## src/rtl/axi_lite_master_if.sv

```systemverilog
// -----------------------------------------------------------------------------
// axi_lite_master_if
// AXI4 channel bundle used by the axi_lite_master block and its bus partners.
// Only single-beat (AXI4-Lite style) traffic is carried, but the full AXI4
// sideband fields are present so the bundle plugs into a standard interconnect.
//
// Parameters:
//   AXI_ADDR_WIDTH  address width of AW/AR
//   AXI_DATA_WIDTH  data width of W/R; strobe width is AXI_DATA_WIDTH/8
//   AXI_ID_WIDTH    ID width on all channels
//   AXI_USER_WIDTH  user sideband width on all channels
//
// Modports:
//   master  initiator side: drives AW/W/AR payload and valids, B/R readies
//   slave   target side:    drives AW/W/AR readies, B/R payload and valids
// -----------------------------------------------------------------------------
interface axi_lite_master_if #(
  parameter int unsigned AXI_ADDR_WIDTH = 64,
  parameter int unsigned AXI_DATA_WIDTH = 64,
  parameter int unsigned AXI_ID_WIDTH   = 10,
  parameter int unsigned AXI_USER_WIDTH = 1
);
  localparam int unsigned AXI_STRB_WIDTH = AXI_DATA_WIDTH / 8;

  // write address channel
  logic [AXI_ID_WIDTH-1:0]   aw_id;
  logic [AXI_ADDR_WIDTH-1:0] aw_addr;
  logic [7:0]                aw_len;
  logic [2:0]                aw_size;
  logic [1:0]                aw_burst;
  logic                      aw_lock;
  logic [3:0]                aw_cache;
  logic [2:0]                aw_prot;
  logic [3:0]                aw_qos;
  logic [3:0]                aw_region;
  logic [AXI_USER_WIDTH-1:0] aw_user;
  logic                      aw_valid;
  logic                      aw_ready;

  // write data channel
  logic [AXI_DATA_WIDTH-1:0] w_data;
  logic [AXI_STRB_WIDTH-1:0] w_strb;
  logic                      w_last;
  logic [AXI_USER_WIDTH-1:0] w_user;
  logic                      w_valid;
  logic                      w_ready;

  // write response channel
  logic [AXI_ID_WIDTH-1:0]   b_id;
  logic [1:0]                b_resp;
  logic [AXI_USER_WIDTH-1:0] b_user;
  logic                      b_valid;
  logic                      b_ready;

  // read address channel
  logic [AXI_ID_WIDTH-1:0]   ar_id;
  logic [AXI_ADDR_WIDTH-1:0] ar_addr;
  logic [7:0]                ar_len;
  logic [2:0]                ar_size;
  logic [1:0]                ar_burst;
  logic                      ar_lock;
  logic [3:0]                ar_cache;
  logic [2:0]                ar_prot;
  logic [3:0]                ar_qos;
  logic [3:0]                ar_region;
  logic [AXI_USER_WIDTH-1:0] ar_user;
  logic                      ar_valid;
  logic                      ar_ready;

  // read data channel
  logic [AXI_ID_WIDTH-1:0]   r_id;
  logic [AXI_DATA_WIDTH-1:0] r_data;
  logic [1:0]                r_resp;
  logic                      r_last;
  logic [AXI_USER_WIDTH-1:0] r_user;
  logic                      r_valid;
  logic                      r_ready;

  modport master (
    output aw_id, aw_addr, aw_len, aw_size, aw_burst, aw_lock, aw_cache,
           aw_prot, aw_qos, aw_region, aw_user, aw_valid,
    input  aw_ready,
    output w_data, w_strb, w_last, w_user, w_valid,
    input  w_ready,
    input  b_id, b_resp, b_user, b_valid,
    output b_ready,
    output ar_id, ar_addr, ar_len, ar_size, ar_burst, ar_lock, ar_cache,
           ar_prot, ar_qos, ar_region, ar_user, ar_valid,
    input  ar_ready,
    input  r_id, r_data, r_resp, r_last, r_user, r_valid,
    output r_ready
  );

  modport slave (
    input  aw_id, aw_addr, aw_len, aw_size, aw_burst, aw_lock, aw_cache,
           aw_prot, aw_qos, aw_region, aw_user, aw_valid,
    output aw_ready,
    input  w_data, w_strb, w_last, w_user, w_valid,
    output w_ready,
    output b_id, b_resp, b_user, b_valid,
    input  b_ready,
    input  ar_id, ar_addr, ar_len, ar_size, ar_burst, ar_lock, ar_cache,
           ar_prot, ar_qos, ar_region, ar_user, ar_valid,
    output ar_ready,
    output r_id, r_data, r_resp, r_last, r_user, r_valid,
    input  r_ready
  );
endinterface

```

## src/rtl/axi_lite_master.sv

```systemverilog
// -----------------------------------------------------------------------------
// axi_lite_master
// Turns a memory-like req/gnt/rvalid interface into single-beat AXI4-Lite
// read and write transactions. One transaction is in flight at a time; the
// AW and W channels of a write are handshaken independently.
//
// Ports:
//   clk_i     clock
//   rst_ni    asynchronous active-low reset
//   req_i     request valid, held until gnt_o
//   we_i      1 = write, 0 = read
//   addr_i    byte address
//   wdata_i   write data
//   be_i      byte enables, used as write strobe
//   gnt_o     request accepted this cycle (only in IDLE)
//   rvalid_o  one-cycle completion pulse for reads and writes
//   rdata_o   read data, valid with rvalid_o
//   err_o     error response, valid with rvalid_o
//   master    AXI channels, master modport
//
// Optional feature (macro AXI_LITE_MASTER_ERR_EN):
//   defined   err_o reports any non-OKAY B/R response; read data is zeroed
//             on a read error
//   undefined responses are ignored, err_o is 0, rdata_o is raw r_data
//
// State table:
//   state   | meaning
//   IDLE    | waiting for req_i; grants combinationally and latches request
//   WRITE   | AW and W offered until each has handshaken
//   WRITE_B | waiting for the write response
//   READ_AR | read address offered
//   READ_R  | waiting for the read data
// -----------------------------------------------------------------------------
module axi_lite_master #(
  parameter int unsigned             AXI_ADDR_WIDTH = 64,
  parameter int unsigned             AXI_DATA_WIDTH = 64,
  parameter int unsigned             AXI_ID_WIDTH   = 10,
  parameter logic [AXI_ID_WIDTH-1:0] AXI_ID         = '0
) (
  input  logic                        clk_i,
  input  logic                        rst_ni,
  input  logic                        req_i,
  input  logic                        we_i,
  input  logic [AXI_ADDR_WIDTH-1:0]   addr_i,
  input  logic [AXI_DATA_WIDTH-1:0]   wdata_i,
  input  logic [AXI_DATA_WIDTH/8-1:0] be_i,
  output logic                        gnt_o,
  output logic                        rvalid_o,
  output logic [AXI_DATA_WIDTH-1:0]   rdata_o,
  output logic                        err_o,
  axi_lite_master_if.master           master
);

  localparam int unsigned STRB_WIDTH = AXI_DATA_WIDTH / 8;
  localparam logic [2:0]  AXI_SIZE   = 3'($clog2(STRB_WIDTH));

  typedef enum logic [2:0] {
    IDLE    = 3'd0,
    WRITE   = 3'd1,
    WRITE_B = 3'd2,
    READ_AR = 3'd3,
    READ_R  = 3'd4
  } state_e;

  state_e                    state_q, state_d;
  logic [AXI_ADDR_WIDTH-1:0] addr_q;
  logic [AXI_DATA_WIDTH-1:0] wdata_q;
  logic [STRB_WIDTH-1:0]     strb_q;
  logic                      aw_done_q, aw_done_d;
  logic                      w_done_q, w_done_d;
  logic                      rvalid_q, rvalid_d;
  logic                      err_q, err_d;
  logic [AXI_DATA_WIDTH-1:0] rdata_q, rdata_d;
  logic                      latch_req;

  // Response sidebands the block never looks at.
  logic unused_resp_fields;
  assign unused_resp_fields = ^{master.b_id, master.b_user, master.b_resp,
                                master.r_id, master.r_user, master.r_resp,
                                master.r_last};

  // Constant AXI fields: single INCR beat of full bus width.
  assign master.aw_id     = AXI_ID;
  assign master.aw_addr   = addr_q;
  assign master.aw_len    = 8'd0;
  assign master.aw_size   = AXI_SIZE;
  assign master.aw_burst  = 2'b01;
  assign master.aw_lock   = 1'b0;
  assign master.aw_cache  = 4'd0;
  assign master.aw_prot   = 3'd0;
  assign master.aw_qos    = 4'd0;
  assign master.aw_region = 4'd0;
  assign master.aw_user   = '0;

  assign master.w_data    = wdata_q;
  assign master.w_strb    = strb_q;
  assign master.w_last    = 1'b1;
  assign master.w_user    = '0;

  assign master.ar_id     = AXI_ID;
  assign master.ar_addr   = addr_q;
  assign master.ar_len    = 8'd0;
  assign master.ar_size   = AXI_SIZE;
  assign master.ar_burst  = 2'b01;
  assign master.ar_lock   = 1'b0;
  assign master.ar_cache  = 4'd0;
  assign master.ar_prot   = 3'd0;
  assign master.ar_qos    = 4'd0;
  assign master.ar_region = 4'd0;
  assign master.ar_user   = '0;

  assign rvalid_o = rvalid_q;
  assign rdata_o  = rdata_q;
  assign err_o    = err_q;

  always_ff @(posedge clk_i or negedge rst_ni) begin
    if (!rst_ni) begin
      state_q <= IDLE;
    end else begin
      state_q <= state_d;
    end
  end

  always_comb begin
    state_d         = state_q;
    aw_done_d       = aw_done_q;
    w_done_d        = w_done_q;
    latch_req       = 1'b0;
    gnt_o           = 1'b0;
    rvalid_d        = 1'b0;
    err_d           = 1'b0;
    rdata_d         = rdata_q;
    master.aw_valid = 1'b0;
    master.w_valid  = 1'b0;
    master.b_ready  = 1'b0;
    master.ar_valid = 1'b0;
    master.r_ready  = 1'b0;

    case (state_q)
      IDLE: begin
        gnt_o = req_i;
        if (req_i) begin
          latch_req = 1'b1;
          state_d   = we_i ? WRITE : READ_AR;
        end
      end

      WRITE: begin
        // Each valid is derived from its own done flag, so it can only drop
        // after the matching ready has been seen.
        master.aw_valid = !aw_done_q;
        master.w_valid  = !w_done_q;
        if (!aw_done_q && master.aw_ready) aw_done_d = 1'b1;
        if (!w_done_q && master.w_ready)   w_done_d  = 1'b1;
        if (aw_done_d && w_done_d)         state_d   = WRITE_B;
      end

      WRITE_B: begin
        master.b_ready = 1'b1;
        if (master.b_valid) begin
          rvalid_d  = 1'b1;
          aw_done_d = 1'b0;
          w_done_d  = 1'b0;
`ifdef AXI_LITE_MASTER_ERR_EN
          err_d     = (master.b_resp != 2'b00);
`else
          err_d     = 1'b0;
`endif
          state_d   = IDLE;
        end
      end

      READ_AR: begin
        master.ar_valid = 1'b1;
        if (master.ar_ready) state_d = READ_R;
      end

      READ_R: begin
        master.r_ready = 1'b1;
        if (master.r_valid) begin
          rvalid_d = 1'b1;
`ifdef AXI_LITE_MASTER_ERR_EN
          err_d    = (master.r_resp != 2'b00);
          rdata_d  = (master.r_resp != 2'b00) ? '0 : master.r_data;
`else
          err_d    = 1'b0;
          rdata_d  = master.r_data;
`endif
          state_d  = IDLE;
        end
      end

      default: begin
        state_d = IDLE;
      end
    endcase
  end

  always_ff @(posedge clk_i or negedge rst_ni) begin
    if (!rst_ni) begin
      addr_q    <= '0;
      wdata_q   <= '0;
      strb_q    <= '0;
      aw_done_q <= 1'b0;
      w_done_q  <= 1'b0;
      rvalid_q  <= 1'b0;
      err_q     <= 1'b0;
      rdata_q   <= '0;
    end else begin
      aw_done_q <= aw_done_d;
      w_done_q  <= w_done_d;
      rvalid_q  <= rvalid_d;
      err_q     <= err_d;
      rdata_q   <= rdata_d;
      if (latch_req) begin
        addr_q  <= addr_i;
        wdata_q <= wdata_i;
        strb_q  <= be_i;
      end
    end
  end

endmodule

```

## src/flat_wrapper.sv

```systemverilog
// flat-port wrapper written by rule: the top's interface ports become plain ports
module axi_lite_master_flat 
#(
  parameter int unsigned             AXI_ADDR_WIDTH = 64,
  parameter int unsigned             AXI_DATA_WIDTH = 64,
  parameter int unsigned             AXI_ID_WIDTH   = 10,
  parameter logic [AXI_ID_WIDTH-1:0] AXI_ID         = '0
)
  (clk_i, rst_ni, req_i, we_i, addr_i, wdata_i, be_i, gnt_o, rvalid_o, rdata_o, err_o, master_aw_id, master_aw_addr, master_aw_len, master_aw_size, master_aw_burst, master_aw_lock, master_aw_cache, master_aw_prot, master_aw_qos, master_aw_region, master_aw_user, master_aw_valid, master_aw_ready, master_w_data, master_w_strb, master_w_last, master_w_user, master_w_valid, master_w_ready, master_b_id, master_b_resp, master_b_user, master_b_valid, master_b_ready, master_ar_id, master_ar_addr, master_ar_len, master_ar_size, master_ar_burst, master_ar_lock, master_ar_cache, master_ar_prot, master_ar_qos, master_ar_region, master_ar_user, master_ar_valid, master_ar_ready, master_r_id, master_r_data, master_r_resp, master_r_last, master_r_user, master_r_valid, master_r_ready);
  axi_lite_master_if #(.AXI_ADDR_WIDTH(AXI_ADDR_WIDTH), .AXI_DATA_WIDTH(AXI_DATA_WIDTH), .AXI_ID_WIDTH(AXI_ID_WIDTH)) master_i ();
  input  logic clk_i;
  input  logic rst_ni;
  input  logic req_i;
  input  logic we_i;
  input  logic [AXI_ADDR_WIDTH-1:0] addr_i;
  input  logic [AXI_DATA_WIDTH-1:0] wdata_i;
  input  logic [AXI_DATA_WIDTH/8-1:0] be_i;
  output logic gnt_o;
  output logic rvalid_o;
  output logic [AXI_DATA_WIDTH-1:0] rdata_o;
  output logic err_o;
  output wire logic [$bits(master_i.aw_id)-1:0] master_aw_id;
  output wire logic [$bits(master_i.aw_addr)-1:0] master_aw_addr;
  output wire logic [$bits(master_i.aw_len)-1:0] master_aw_len;
  output wire logic [$bits(master_i.aw_size)-1:0] master_aw_size;
  output wire logic [$bits(master_i.aw_burst)-1:0] master_aw_burst;
  output wire logic [$bits(master_i.aw_lock)-1:0] master_aw_lock;
  output wire logic [$bits(master_i.aw_cache)-1:0] master_aw_cache;
  output wire logic [$bits(master_i.aw_prot)-1:0] master_aw_prot;
  output wire logic [$bits(master_i.aw_qos)-1:0] master_aw_qos;
  output wire logic [$bits(master_i.aw_region)-1:0] master_aw_region;
  output wire logic [$bits(master_i.aw_user)-1:0] master_aw_user;
  output wire logic [$bits(master_i.aw_valid)-1:0] master_aw_valid;
  input wire logic [$bits(master_i.aw_ready)-1:0] master_aw_ready;
  output wire logic [$bits(master_i.w_data)-1:0] master_w_data;
  output wire logic [$bits(master_i.w_strb)-1:0] master_w_strb;
  output wire logic [$bits(master_i.w_last)-1:0] master_w_last;
  output wire logic [$bits(master_i.w_user)-1:0] master_w_user;
  output wire logic [$bits(master_i.w_valid)-1:0] master_w_valid;
  input wire logic [$bits(master_i.w_ready)-1:0] master_w_ready;
  input wire logic [$bits(master_i.b_id)-1:0] master_b_id;
  input wire logic [$bits(master_i.b_resp)-1:0] master_b_resp;
  input wire logic [$bits(master_i.b_user)-1:0] master_b_user;
  input wire logic [$bits(master_i.b_valid)-1:0] master_b_valid;
  output wire logic [$bits(master_i.b_ready)-1:0] master_b_ready;
  output wire logic [$bits(master_i.ar_id)-1:0] master_ar_id;
  output wire logic [$bits(master_i.ar_addr)-1:0] master_ar_addr;
  output wire logic [$bits(master_i.ar_len)-1:0] master_ar_len;
  output wire logic [$bits(master_i.ar_size)-1:0] master_ar_size;
  output wire logic [$bits(master_i.ar_burst)-1:0] master_ar_burst;
  output wire logic [$bits(master_i.ar_lock)-1:0] master_ar_lock;
  output wire logic [$bits(master_i.ar_cache)-1:0] master_ar_cache;
  output wire logic [$bits(master_i.ar_prot)-1:0] master_ar_prot;
  output wire logic [$bits(master_i.ar_qos)-1:0] master_ar_qos;
  output wire logic [$bits(master_i.ar_region)-1:0] master_ar_region;
  output wire logic [$bits(master_i.ar_user)-1:0] master_ar_user;
  output wire logic [$bits(master_i.ar_valid)-1:0] master_ar_valid;
  input wire logic [$bits(master_i.ar_ready)-1:0] master_ar_ready;
  input wire logic [$bits(master_i.r_id)-1:0] master_r_id;
  input wire logic [$bits(master_i.r_data)-1:0] master_r_data;
  input wire logic [$bits(master_i.r_resp)-1:0] master_r_resp;
  input wire logic [$bits(master_i.r_last)-1:0] master_r_last;
  input wire logic [$bits(master_i.r_user)-1:0] master_r_user;
  input wire logic [$bits(master_i.r_valid)-1:0] master_r_valid;
  output wire logic [$bits(master_i.r_ready)-1:0] master_r_ready;
  assign master_aw_id = master_i.aw_id;
  assign master_aw_addr = master_i.aw_addr;
  assign master_aw_len = master_i.aw_len;
  assign master_aw_size = master_i.aw_size;
  assign master_aw_burst = master_i.aw_burst;
  assign master_aw_lock = master_i.aw_lock;
  assign master_aw_cache = master_i.aw_cache;
  assign master_aw_prot = master_i.aw_prot;
  assign master_aw_qos = master_i.aw_qos;
  assign master_aw_region = master_i.aw_region;
  assign master_aw_user = master_i.aw_user;
  assign master_aw_valid = master_i.aw_valid;
  assign master_i.aw_ready = master_aw_ready;
  assign master_w_data = master_i.w_data;
  assign master_w_strb = master_i.w_strb;
  assign master_w_last = master_i.w_last;
  assign master_w_user = master_i.w_user;
  assign master_w_valid = master_i.w_valid;
  assign master_i.w_ready = master_w_ready;
  assign master_i.b_id = master_b_id;
  assign master_i.b_resp = master_b_resp;
  assign master_i.b_user = master_b_user;
  assign master_i.b_valid = master_b_valid;
  assign master_b_ready = master_i.b_ready;
  assign master_ar_id = master_i.ar_id;
  assign master_ar_addr = master_i.ar_addr;
  assign master_ar_len = master_i.ar_len;
  assign master_ar_size = master_i.ar_size;
  assign master_ar_burst = master_i.ar_burst;
  assign master_ar_lock = master_i.ar_lock;
  assign master_ar_cache = master_i.ar_cache;
  assign master_ar_prot = master_i.ar_prot;
  assign master_ar_qos = master_i.ar_qos;
  assign master_ar_region = master_i.ar_region;
  assign master_ar_user = master_i.ar_user;
  assign master_ar_valid = master_i.ar_valid;
  assign master_i.ar_ready = master_ar_ready;
  assign master_i.r_id = master_r_id;
  assign master_i.r_data = master_r_data;
  assign master_i.r_resp = master_r_resp;
  assign master_i.r_last = master_r_last;
  assign master_i.r_user = master_r_user;
  assign master_i.r_valid = master_r_valid;
  assign master_r_ready = master_i.r_ready;
  axi_lite_master #(.AXI_ADDR_WIDTH(AXI_ADDR_WIDTH), .AXI_DATA_WIDTH(AXI_DATA_WIDTH), .AXI_ID_WIDTH(AXI_ID_WIDTH), .AXI_ID(AXI_ID)) u_core (.clk_i(clk_i), .rst_ni(rst_ni), .req_i(req_i), .we_i(we_i), .addr_i(addr_i), .wdata_i(wdata_i), .be_i(be_i), .gnt_o(gnt_o), .rvalid_o(rvalid_o), .rdata_o(rdata_o), .err_o(err_o), .master(master_i));
endmodule
```

## config.mk

```make
export PLATFORM = sky130hd
export DESIGN_NAME = axi_lite_master_flat
export DESIGN_NICKNAME = d
export VERILOG_FILES = /design/src/rtl/axi_lite_master_if.sv /design/src/rtl/axi_lite_master.sv /design/src/flat_wrapper.sv
export SDC_FILE = /design/constraint.sdc
export NUM_CORES = 1
export LEC_CHECK = 0
export CAP_MARGIN = 20
export CORE_AREA = 3 3 228 230
export CTS_CLUSTER_DIAMETER = 120
export DETAILED_ROUTE_END_ITERATION = 7
export DIE_AREA = 0 0 231 233
export PLACE_DENSITY_LB_ADDON = 0.1
export SYNTH_ARGS = -nofsm -noshare
export SYNTH_HDL_FRONTEND = slang
export SYNTH_SLANG_ARGS = --single-unit
```

## constraint.sdc

```tcl
create_clock -name clk_i -period 5.3 [get_ports clk_i]
set_clock_uncertainty 0.1 [all_clocks]
set_input_delay 0.795 -clock clk_i [delete_from_list [all_inputs] [get_ports clk_i]]
set_output_delay 0.795 -clock clk_i [all_outputs]
set_load 0.02 [all_outputs]
```

==> results of run 1 <==
==> cell usage after synthesis, types with 2 or more instances <==
master,count
a21oi_1,3
nand2_1,3
buf_12,7
and2b_1,2
buf_4,149
mux2_2,40
buf_6,13
nor3_1,3
conb_1,2
o21ai_0,3
mux2_1,100
dfrtp_1,206
nor2_1,2
mux2_4,60
a22o_1,2
==> layout make-up <==
| class | count | area (um^2) |
|---|---|---|
| clock buffers | 42 | 772 |
| fillers | 5252 | 35400 |
| flip-flops and latches | 206 | 5150 |
| clock inverters | 4 | 47.5 |
| repair buffers | 484 | 4860 |
| multi-input cells | 312 | 3000 |
| well taps | 672 | 841 |
| inverters | 1 | 3.75 |
==> cell families (layout without fill, tap and decap cells) <==
family | after synthesis | in the layout | share of synthesized area
buffers and inverters | 172 | 531 | 0.153
AO/OA/AOI/OAI | 10 | 10 | 0.00715
AND/OR/NAND/NOR | 18 | 18 | 0.0146
flip-flops | 206 | 206 | 0.556
other | 2 | 83 | 0.000810
multiplexers | 201 | 201 | 0.268
==> worst min-delay path by stage <==
stage | start | to | slack, ns
finish | rst_ni | u_core.master.ar_addr[18]$_DFFE_PN0P_ | 0.13
global route | rst_ni | u_core.master.ar_addr[18]$_DFFE_PN0P_ | 0.15
CTS | rst_ni | u_core.master.w_data[25]$_DFFE_PN0P_ | 0.12
detailed placement | u_core.master.w_data[57]$_DFFE_PN0P_ | u_core.master.w_data[57]$_DFFE_PN0P_ | 0.37
global placement | u_core.master.w_data[8]$_DFFE_PN0P_ | u_core.master.w_data[8]$_DFFE_PN0P_ | 0.37
floorplan | u_core.w_done_q$_DFFE_PN0P_ | u_core.w_done_q$_DFFE_PN0P_ | 0.39
==> placed cells by master (no fill, tap or decap), types with 2 or more instances in the layout <==
cell | Yosys | final
dfrtp_1 | 206 | 206
nor2_1 | 2 | 2
a21oi_1 | 3 | 3
a22o_1 | 2 | 2
mux2_4 | 60 | 60
and2b_1 | 2 | 2
clkdlybuf4s50_1 | 0 | 478
buf_12 | 7 | 2
clkbuf_16 | 0 | 27
clkbuf_1 | 1 | 11
clkbuf_8 | 0 | 5
clkinv_2 | 0 | 2
conb_1 | 2 | 83
buf_4 | 149 | 3
nor3_1 | 3 | 3
nand2_1 | 3 | 3
mux2_1 | 100 | 100
mux2_2 | 40 | 40
o21ai_0 | 3 | 3
==> critical path, stage by stage <==
cell,delay (ns)
clkdlybuf4s50_1,0.51
nor4b_4,0.29
clkdlybuf4s50_1,0.70
==> power by group through the flow <==
stage / registers (mW) / logic [mW] / clock network, mW
after floorplan: 3.69 / 1.92 / 0
after global placement: 2.86 / 4.92 / 0
after detailed placement: 2.86 / 4.91 / 0
after CTS: 2.85 / 4.92 / 1.82
after global routing: 2.95 / 5.07 / 1.88
final: 2.82 / 4.82 / 1.73
==> metal layers <==
metal / vias up / part of all wire / wire (um) / track usage
met1: 2844 / 0.36 / 10400 / 0.109
li1: 2688 / - / - / -
met3: 36 / 0.091 / 2630 / 0.0366
met4: 2 / 0.020 / 565 / 0.0283
met5: - / 0.00063 / 18 / 0
met2: 246 / 0.53 / 15100 / 0.180
==> state kept, by name, summed over array words and instances, names as in the netlist <==
signal,count
u_core.aw_done_q,1
u_core.master.ar_addr,64
u_core.master.w_data,64
u_core.master.w_strb,8
u_core.rdata_o,64
u_core.rvalid_o,1
u_core.state_q,3
u_core.w_done_q,1
==> through the flow <==
step           utilization  instances  hold slack (ns)  setup WS, ns
2_1_floorplan            -        690            0.389          3.06
3_3_place_gp         0.277       1675            0.366          2.08
3_5_place_dp         0.277       1675            0.374          2.06
4_1_cts              0.293       1721            0.121          2.01
5_1_grt              0.293       1721            0.145          1.93
6_report             0.293       1721            0.126          2.10
==> qor.yml, run 1 <==
status:
  status: "finished clean"
sta:
  period_minus_slack_ns: 3.20
  tns_ns: 0
  relSlewSlack: 0.382
  fin_crit_sh: 0.604
  fmax_ghz: 0.313
  maxSlewViolCount: 0
  hold_violations: 0
  rsz0062_at_grt: "no"
  worst_pin_slew_ns: 0.928
  setup_viol_count_final: 0
global_route:
  grt_overflow: 0
  grt_pass1_wl_mm: 41.1
  grt_antenna_before_repair: 1
  grt_pass1_vias: 6232
  grt_usage: 0.0995
  grt_start_max_net_pins: 137
cts:
  cts_setup_buffers: 0
  cts.sinks: 206
  holdBufCountCts: 0
  clk_latency_ns: 0.54
  clockBufferDepth: 3
  cts_resized: 0
  h-tree-depth: 1
  clk_pin_slew_ns: 0.05
  numCtsBuffers: 27
  cts_tree: "done"
  root_buffer: "clkbuf_16"
power:
  p_leak_nw: 6.08
  switchingPower_mw: 3.46
  vdd_ir_drop_max_mv: 0.296
  total_power_mw: 9.37
  p_int_mw: 5.90
  power.share.clock: 0.184
  pwr_density_cell_nw_per_um2: 638
  sw_frac_of_total: 0.370
  pwr-share-seq: 0.301
  combPwrFrac: 0.515
synth:
  synth_top_area_frac: 0.556
  netlist_instances: 609
  seq_area_frac_synth: 0.556
  synthArstFlopShare: 1.00
  synth-seq-cells: 206
  ys.flop_type: "dfrtp_1"
  syn_area_um2: 9270
  yosys-top-cells-area: "dfrtp_1, mux2_1, buf_4"
  yosysTopAreaCell: "dfrtp_1"
  synth_edf_count: 0
  avgSynthCellArea_um2: 15.2
  ys_types: 29
  synth_warnings: 0
critical_path:
  endpoint_kind: "primary output"
  crit_required_ns: 4.41
  r2r_end: "u_core.rdata_o[30]$_DFFE_PN0P_"
  crit_type: "input port to primary output"
  cp_max_fo: 2
  rr_startpoint: "u_core.state_q[1]$_DFFE_PN0P_"
  reg2reg_setup_slack_ns: 2.80
  start_kind: "input port"
  reg2regPathDepth: 4
  startpoint: "req_i"
  worstSetupEndpoint: "gnt_o"
  crit_arrival_ns: 2.30
drt:
  first_pass_iters: 4
  drcViolationCount: 0
  routed_wl_mm: 28.8
  vias: 5816
  avgRoutedWirePerCell_um: 16.7
  ant_nets: 0
  first_iter_violations: 135
  vias_per_cell: 3.38
die:
  die-area_um2: 53800
  start_util: 0.185
  coreArea_um2: 50100
  num_io_pins: 590
  die_width_um: 231
  rows: 82
  die_h_um: 233
place:
  portBuffers: 479
  routabilityCongestion: 0.680
  place_area_um2: 13900
  dp_hpwl_mm: 21.8
cells_and_area:
  diodes: 0
  fin_nets: 1268
  drive_above_1_share: 0.138
  stdcell_area_um2: 14700
  syn_to_final_growth_pct: 58.4
flow_run:
  drv_cap: 0
hold_path:
  hold_path_class: "input port to async pin"
Note: power is estimated with default switching activity, not from simulation.
==> inputs of run 2 (changes only) <==
--- a/config.mk
+++ b/config.mk
@@ -6,10 +6,10 @@
 export NUM_CORES = 1
 export LEC_CHECK = 0
 export CAP_MARGIN = 20
-export CORE_AREA = 3 3 228 230
+export CORE_AREA = 3 3 230 232
 export CTS_CLUSTER_DIAMETER = 120
 export DETAILED_ROUTE_END_ITERATION = 7
-export DIE_AREA = 0 0 231 233
+export DIE_AREA = 0 0 233 235
 export PLACE_DENSITY_LB_ADDON = 0.1
 export SYNTH_ARGS = -nofsm -noshare
 export SYNTH_HDL_FRONTEND = slang
==> constraint.sdc (replaced) <==
create_clock -name clk_i -period 3.33 [get_ports clk_i]
set_clock_uncertainty 0.1 [all_clocks]
set_input_delay 0.4995 -clock clk_i [delete_from_list [all_inputs] [get_ports clk_i]]
set_output_delay 0.4995 -clock clk_i [all_outputs]
set_load 0.02 [all_outputs]
==> qor.yml, run 2 (same netlist as run 1, synthesis figures left out) <==
critical_path:
  startpoint: "u_core.state_q[1]$_DFFE_PN0P_"
  rr_startpoint: "u_core.state_q[1]$_DFFE_PN0P_"
  start_kind: "register"
  crit_arrival_ns: 2.36  # +0.06 ns
  reg2reg_setup_slack_ns: 1.02  # -1.78 ns
  crit_type: "register to primary output"
  crit_required_ns: 2.73  # -1.68 ns
  cp_max_fo: 11  # +9
  endpoint_kind: "primary output"
sta:
  setup_viol_count_final: 0  # unchanged
  fin_crit_sh: 0.888
  maxSlewViolCount: 0  # unchanged
  hold_violations: 0  # unchanged
  period_minus_slack_ns: 2.96
  rsz0062_at_grt: "no"
  tns_ns: 0  # unchanged
  fmax_ghz: 0.338
global_route:
  grt_antenna_before_repair: 1  # unchanged
  grt_usage: 0.104  # +0.00418
  grt_start_max_net_pins: 70  # -49%
  grt_pass1_vias: 6265  # +0.53%
  grt_pass1_wl_mm: 43.0  # +4.4%
  grt_overflow: 0  # unchanged
drt:
  routed_wl_mm: 29.7  # +3.4%
  ant_nets: 0  # unchanged
  first_iter_violations: 121  # -10%
  first_pass_iters: 4  # unchanged
  vias_per_cell: 3.36  # -0.63%
  drcViolationCount: 0  # unchanged
  avgRoutedWirePerCell_um: 17.1  # +2.5%
  vias: 5830  # +0.24%
cts:
  cts_resized: 0  # unchanged
  clockBufferDepth: 3  # unchanged
  h-tree-depth: 1  # unchanged
  root_buffer: "clkbuf_16"
  clk_pin_slew_ns: 0.05  # about the same
  numCtsBuffers: 28  # +3.7%
  cts_tree: "done"
  cts.sinks: 206  # unchanged
  clk_latency_ns: 0.54  # about the same
power:
  p_leak_nw: 6.14  # +0.99%
  pwr_density_cell_nw_per_um2: 1010  # +59%
  total_power_mw: 15.0  # +60%
  vdd_ir_drop_max_mv: 0.387  # +31%
cells_and_area:
  layout_commonest_cell: "clkdlybuf4s50_1"
  final_util: 0.289  # -0.00435
  layout.cells.non_filler: 1736  # +0.87%
  n_fill_cell: 5227  # -0.48%
  syn_to_final_growth_pct: 59.6
  final_cell_mix: "clkdlybuf4s50_1, dfrtp_1, mux2_1, conb_1, mux2_4"
  fin_nets: 1276  # +0.63%
  drive_above_1_share: 0.146  # +0.00774
die:
  num_io_pins: 590  # unchanged
  die-area_um2: 54800  # +1.7%
  die_h_um: 235  # +0.86%
  die_width_um: 233  # +0.87%
  start_util: 0.181  # -0.00409
  rows: 83  # +1.2%
  coreArea_um2: 51200  # +2.3%
flow_run:
  drv_cap: 0  # unchanged
place:
  portBuffers: 479  # unchanged
  routabilityCongestion: 0.683  # +0.46%
  dp_hpwl_mm: 22.8  # +4.6%
  dp.cells: 1689  # +0.84%
hold_path:
  hold_path_class: "input port to async pin"
status:
  status: "finished clean"
run 2: cell count changes in the layout (fill, tap and decap cells not counted), moves of 2 or more:
cell       delta
buf_12        +3
clkbuf_16     +2
clkbuf_1      -4
clkinv_2      +4
buf_4         +3
run 2: report_power, final:
| group | total [mW] | switching (mW) | leakage [nW] | internal [mW] |
|---|---|---|---|---|
| registers | 4.50 | 0.783 | 2.49 | 3.72 |
| clock network | 2.75 | 1.12 | 0.411 | 1.63 |
| logic | 7.74 | 3.69 | 3.24 | 4.05 |
run 2: metrics by stage:
stage / instance area (um^2) / hold slack (ns) / setup WS [ns]
global route: 14800 / 0.389 / 0.156
global placement: 14000 / 0.368 / 0.574
finish: 14800 / 0.371 / 0.374
CTS: 14800 / 0.331 / 0.251
detailed placement: 14000 / 0.374 / 0.561
floorplan: 9570 / 0.104 / 1.45
run 2: final timing paths:
| kind | to | depth (start not counted) |
|---|---|---|
| worst min-delay path | u_core.master.w_data[12]$_DFFE_PN0P_ | 2 |
| min in group clk_i | u_core.master.w_data[52]$_DFFE_PN0P_ | 1 |
| worst max register to register | u_core.master.w_strb[7]$_DFFE_PN0P_ | 4 |
| worst max-delay path | gnt_o | 2 |
| max in group asynchronous | u_core.rdata_o[14]$_DFFE_PN0P_ | 3 |
| worst min register to register | u_core.master.w_data[52]$_DFFE_PN0P_ | 1 |
run 2: area by class of cell:
| cell class | count | area (um^2) | share of cell area |
|---|---|---|---|
| clock buffer | 39 | 793 | 0.0536 |
| antenna | 1 | 2.50 | 0.000169 |
| timing repair buffer | 491 | 4950 | 0.335 |
| inverter | 1 | 3.75 | 0.000254 |
| tap | 680 | 851 | 0.0575 |
| clock inverter | 6 | 30.0 | 0.00203 |
| multi-input combinational | 312 | 3000 | 0.203 |
| sequential | 206 | 5150 | 0.349 |
run 2: worst max-delay path, cell delays in order (launching register included):
cell,delay (ns)
dfrtp_1,0.54
nor4b_4,0.44
clkdlybuf4s50_1,0.82
run 2: layer usage:
metal | vias to the layer above | share of wire | routed length (um) | track usage
met5 | - | 0 | 0 | 0
met2 | 224 | 0.54 | 16100 | 0.194
met4 | 0 | 0.025 | 740 | 0.0297
met1 | 2862 | 0.36 | 10600 | 0.110
li1 | 2711 | - | - | -
met3 | 33 | 0.077 | 2290 | 0.0337
run 2: repair_timing:
item | in CTS | in global routing
hold buffers | 1 | 0
hold endpoints to repair | 44 | 0
setup buffers | 0 | 0
